<file path="src/rtl/bitwise_logic_unit.sv">
// Registered NUM_IN-lane bitwise reducer behind a one-entry valid/ready output stage.
// Each result carries the cycle timestamp and sequence number of its acceptance.
module bitwise_logic_unit #(
  parameter int unsigned WIDTH     = 8,
  parameter int unsigned NUM_IN    = 2,
  parameter int unsigned TS_WIDTH  = 64,
  parameter int unsigned CNT_WIDTH = 32
) (
  input  logic                    clk,
  input  logic                    rst_n,
  input  logic                    in_valid,
  output logic                    in_ready,
  input  logic [NUM_IN*WIDTH-1:0] in_data,
  input  logic [2:0]              op,
  output logic                    out_valid,
  input  logic                    out_ready,
  output logic [WIDTH-1:0]        out_data,
  output logic                    out_err,
  output logic [TS_WIDTH-1:0]     out_timestamp,
  output logic [CNT_WIDTH-1:0]    out_count
);

  typedef enum logic [2:0] {
    OP_AND  = 3'd0,
    OP_OR   = 3'd1,
    OP_XOR  = 3'd2,
    OP_NAND = 3'd3,
    OP_NOR  = 3'd4,
    OP_XNOR = 3'd5,
    OP_PASS = 3'd6,
    OP_RSVD = 3'd7
  } op_e;

  if (NUM_IN < 2 || NUM_IN > 8) begin : g_bad_num_in
    $error("bitwise_logic_unit: NUM_IN must be in the range 2..8");
  end

  logic [WIDTH-1:0] lane    [NUM_IN];
  logic [WIDTH-1:0] and_chain [NUM_IN];
  logic [WIDTH-1:0] or_chain  [NUM_IN];
  logic [WIDTH-1:0] xor_chain [NUM_IN];

  // Running reductions: entry gi holds the reduction of lanes 0..gi.
  for (genvar gi = 0; gi < NUM_IN; gi++) begin : g_lane
    assign lane[gi] = in_data[gi*WIDTH +: WIDTH];
    if (gi == 0) begin : g_first
      assign and_chain[gi] = lane[gi];
      assign or_chain[gi]  = lane[gi];
      assign xor_chain[gi] = lane[gi];
    end else begin : g_rest
      assign and_chain[gi] = and_chain[gi-1] & lane[gi];
      assign or_chain[gi]  = or_chain[gi-1]  | lane[gi];
      assign xor_chain[gi] = xor_chain[gi-1] ^ lane[gi];
    end
  end

  logic [WIDTH-1:0] and_red;
  logic [WIDTH-1:0] or_red;
  logic [WIDTH-1:0] xor_red;

  assign and_red = and_chain[NUM_IN-1];
  assign or_red  = or_chain[NUM_IN-1];
  assign xor_red = xor_chain[NUM_IN-1];

  logic [WIDTH-1:0] result;
  logic             result_err;

  always_comb begin
    result     = '0;
    result_err = 1'b0;
    case (op_e'(op))
      OP_AND:  result = and_red;
      OP_OR:   result = or_red;
      OP_XOR:  result = xor_red;
      OP_NAND: result = ~and_red;
      OP_NOR:  result = ~or_red;
      OP_XNOR: result = ~xor_red;
      OP_PASS: result = lane[0];
      default: result_err = 1'b1;
    endcase
  end

  logic                 valid_q, valid_d;
  logic [WIDTH-1:0]     data_q, data_d;
  logic                 err_q, err_d;
  logic [TS_WIDTH-1:0]  stamp_q, stamp_d;
  logic [CNT_WIDTH-1:0] count_q, count_d;
  logic [TS_WIDTH-1:0]  ts_q, ts_d;
  logic [CNT_WIDTH-1:0] seq_q, seq_d;
  logic                 acc;

  // Ready depends only on the stage state and the consumer, never on in_valid.
  assign in_ready = ~valid_q | out_ready;
  assign acc      = in_valid & in_ready;

  always_comb begin
    valid_d = valid_q;
    data_d  = data_q;
    err_d   = err_q;
    stamp_d = stamp_q;
    count_d = count_q;
    seq_d   = seq_q;
    ts_d    = ts_q + TS_WIDTH'(1);
    if (acc) begin
      valid_d = 1'b1;
      data_d  = result;
      err_d   = result_err;
      stamp_d = ts_q;
      count_d = seq_q;
      seq_d   = seq_q + CNT_WIDTH'(1);
    end else if (out_ready) begin
      // Drain leaves the payload registers untouched.
      valid_d = 1'b0;
    end
  end

  always_ff @(posedge clk or negedge rst_n) begin
    if (!rst_n) begin
      valid_q <= 1'b0;
      data_q  <= '0;
      err_q   <= 1'b0;
      stamp_q <= '0;
      count_q <= '0;
      ts_q    <= '0;
      seq_q   <= '0;
    end else begin
      valid_q <= valid_d;
      data_q  <= data_d;
      err_q   <= err_d;
      stamp_q <= stamp_d;
      count_q <= count_d;
      ts_q    <= ts_d;
      seq_q   <= seq_d;
    end
  end

  assign out_valid     = valid_q;
  assign out_data      = data_q;
  assign out_err       = err_q;
  assign out_timestamp = stamp_q;
  assign out_count     = count_q;

endmodule

</file>
<file path="config.mk">
export PLATFORM = sky130hd
export DESIGN_NAME = bitwise_logic_unit
export DESIGN_NICKNAME = d
export VERILOG_FILES = /design/src/rtl/bitwise_logic_unit.sv
export SDC_FILE = /design/constraint.sdc
export NUM_CORES = 1
export LEC_CHECK = 0
export ABC_CLOCK_PERIOD_IN_PS = 4700
export BUFFER_PORTS_ARGS = -buffer_cell sky130_fd_sc_hd__buf_2
export CAP_MARGIN = 20
export CORE_ASPECT_RATIO = 0.9
export CORE_UTILIZATION = 40
export CTS_CLUSTER_SIZE = 14
export DETAILED_ROUTE_END_ITERATION = 12
export SYNTH_ARGS = -nofsm -noshare
export SYNTH_HDL_FRONTEND = slang
export SYNTH_SLANG_ARGS = --single-unit
</file>
<file path="constraint.sdc">
create_clock -name clk -period 4.7 [get_ports clk]
set_clock_uncertainty 0.1 [all_clocks]
set_input_delay 0.94 -clock clk [delete_from_list [all_inputs] [get_ports clk]]
set_output_delay 0.94 -clock clk [all_outputs]
set_load 0.005 [all_outputs]
</file>
==> results.md <==
* WHS Endpoint: ts_q[63]
* ANT cells at 0
* Dpl hpwl at 12100 microns
* GP Congestion at 0.750
* Largest net degree at the start of global routing at 114
* Reg2Reg Depth at 5
* Non-Filler Instances at 1191
* CP Max Fanout at 7
* Share of cells above drive strength 1 at 0.301
* Post-CTS Resized at 0
* Top Ports at 130
* Synth top area cells: dfrtp_1, mux2_2, xnor2_1, nand2_1, xor2_1
* Final setup viols at 0
* Yosys cell types at 45
* Seq cells post-synth at 202
* Starting Density at 0.414
* Mapped Cells at 758
* Fin. max-slew vios at 0
* Worst min path class: flip-flop to flip-flop
* Net Count, Synth at 799
* Hold_sp: ts_q[63]
* Post-cts hold buffer count at 0
* Die Area at 23200 sq um
* Peak supply drop at 200 uV
* Vias/cell at 4.94
* RSZ-0062 raised after global routing: no
* Clock-pin slew of the registers on the worst-case setup and hold paths at 0.06 ns
* Layout Nets at 932
* Status: completed
* Total grt overflow at 0
* P per Cell Area at 357 nW/um^2
* Count leader, synth: dfrtp_1
* CTS tree: yes
* Final instance area at 10700 sq um
* Die Wd at 161 microns
* Critical path endpoint category: output pin
* Fraction of registers with async set or reset after synthesis at 1.00
* Die height at 145 microns
* DRC viols at 0
* Most frequent cells after synthesis: dfrtp_1, nand2_1, mux2_2
* Placement Cell Area at 10000 sq um
* Number of enable flip-flop cells after synthesis at 0
* Yosys top cell area share at 0.558
* Kind of critical path: input pin to output pin
* Pre-Repair DR Iteration Count at 4
* H-Tree Depth at 1
* Initial DRC count at 226
* Critical path depth in cells at 3
* Crit path max-delay family: buffers and inverters
* Crit path max-delay cell type: nand2b_1
* Post-DRT Antenna Nets at 0
* R2R Path End: ts_q[59]
* Fin. Hold Viols at 0
* TritonCTS Buffers at 23
* Core box area at 21900 sq um
* Hold Path Stages at 1
* Site row count at 51
* Type of origin of the critical path: input pin
* Final Cycle Share at 0.536
* R2R setup slack at 2.26 ns
* Number of setup buffers added after CTS at 0
* Worst path most repeated cell: buf_2
* Critical path, cell by cell: buf_2, nand2b_1, buf_2
* First-pass GRT wire length at 29700 microns
* Filler cells at 1988
* TNS Setup at 0 ns
* Least-Margin Pin Slew at 0.929 ns
* Average cell area after synthesis at 11.9 sq um
* Synthesis warning total at 0
* Synth area leader: dfrtp_1
* Max cap viols at 0
* Slew HR at 0.380
* CP peak stage delay at 0.25 ns
* DRT Wirelength at 17800 microns
* Netlist Area Pre-Place at 9060 sq um
* Worst path buffer plus inverter count at 2
* Total power at 3.83 mW
* Final min period at 2.52 ns
* Multi-input gate area at 3770 sq um
* Primary FF master, synth: dfrtp_1
* Clock buffer depth at 3
* Number of I/O port buffers at 129
* Area delta synth->final at 18.2%
* DP Cell Count at 1157
* Worst EP arrival at 1.48 ns
* Later-pin clock latency in the skew report at 0.49 ns
* Clk sinks at 202
* Reg2reg start: ts_q[9]
* Storage cell area at 5050 sq um
* Worst EP required at 3.66 ns
* Max frequency at 397 MHz
* Via Count at 5878
* WL/cell at 15.0 microns
* Global Route Usage Sum at 0.156
* Clock root buffer: clkbuf_16
* Register area share after synthesis at 0.558
* Antenna violations before repair at 0
* Vias in the first global route at 5750
* Hold slack final at 0.367 ns
* LEAKAGE at 5.54 nW
## area by class of cell
| type | count | share of cell area |
|---|---|---|
| sequential | 202 | 0.472 |
| timing repair buffer | 133 | 0.0651 |
| clock inverter | 5 | 0.00736 |
| inverter | 36 | 0.0126 |
| multi-input combinational | 495 | 0.352 |
| clock buffer | 29 | 0.0568 |
| tap | 291 | 0.0340 |
## per-layer routing
layer  track usage  part of all wire  up-vias
met4        0.0381             0.016        0
li1              -                 -     2874
met5             0                 0        -
met1         0.229              0.50     2854
met3        0.0296             0.054       25
met2         0.237              0.43      125
## flip-flops by register name, summed over array words and instances, names as in the netlist
name           flops
out_timestamp     64
ts_q              64
out_count         32
seq_q             32
out_data           8
out_err            1
out_valid          1
## worst reg2reg max path, cell delays in order (launching register included)
cell and delay, ns:
dfrtp_1 0.46, nand4_2 0.19, nor4_4 0.60, nand4_4 0.43
nor4_1 0.40, xor2_1 0.18
## kinds of logic (layout without fill, tap and decap cells)
family                   count (synthesis)  count (layout)  share of synthesized area
AO/OA/AOI/OAI                           46              46                     0.0314
XOR/XNOR                                93              93                     0.0899
adder cells (fa/ha/maj)                 18              18                     0.0249
buffers and inverters                   61             203                     0.0264
flip-flops                             202             202                      0.558
multiplexers                            91              91                      0.116
AND/OR/NAND/NOR                        247             247                      0.153
## worst max path at each step
stage / start / endpoint / slack [ns]
after global routing: ts_q[9] / ts_q[59] / 2.01
after floorplan: out_ready / out_count[10] / 2.25
after CTS: out_ready / in_ready / 2.17
final: out_ready / in_ready / 2.18
after detailed placement: out_ready / out_timestamp[20] / 1.68
after global placement: out_ready / out_timestamp[17] / 1.71
## through the flow
step                      setup slack [ns]  utilization
after floorplan                       2.25            -
after global placement                1.71        0.458
after detailed placement              1.68        0.458
after CTS                             2.17        0.489
after global routing                  2.01        0.489
final                                 2.18        0.489
## layout by cell type, fill, tap and decap left out, types with 4 or more instances in the layout
cell type  Yosys  layout
inv_1         36      36
buf_2          2     128
nor2_1        30      30
ha_1          18      18
xor2_1        38      38
and3_1        11      11
o21ai_0       24      24
and2_1         4       4
a21oi_1        5       5
nor4_2         5       5
nand4_1       19      19
nor2b_1        4       4
nor3_1        16      16
mux2_2        81      81
clkbuf_16      0      23
nand3_1       31      31
nor3_2         5       5
nor4_1         6       6
xnor2_1       55      55
nand4_4        4       4
dfrtp_1      202     202
o221ai_1       5       5
nor4_4         4       4
clkbuf_1      20       5
nand2_1       93      92
mux2i_1        7       7
## where the power goes
part           leakage [nW]  switching (mW)  internal (mW)  total (mW)
logic                  2.45           0.160          0.130       0.290
registers              2.75          0.0528           1.81        1.86
clock network         0.337           0.665           1.01        1.68
total                  5.54           0.878           2.95        3.83
No activity file was read; power rests on OpenSTA's default activity.
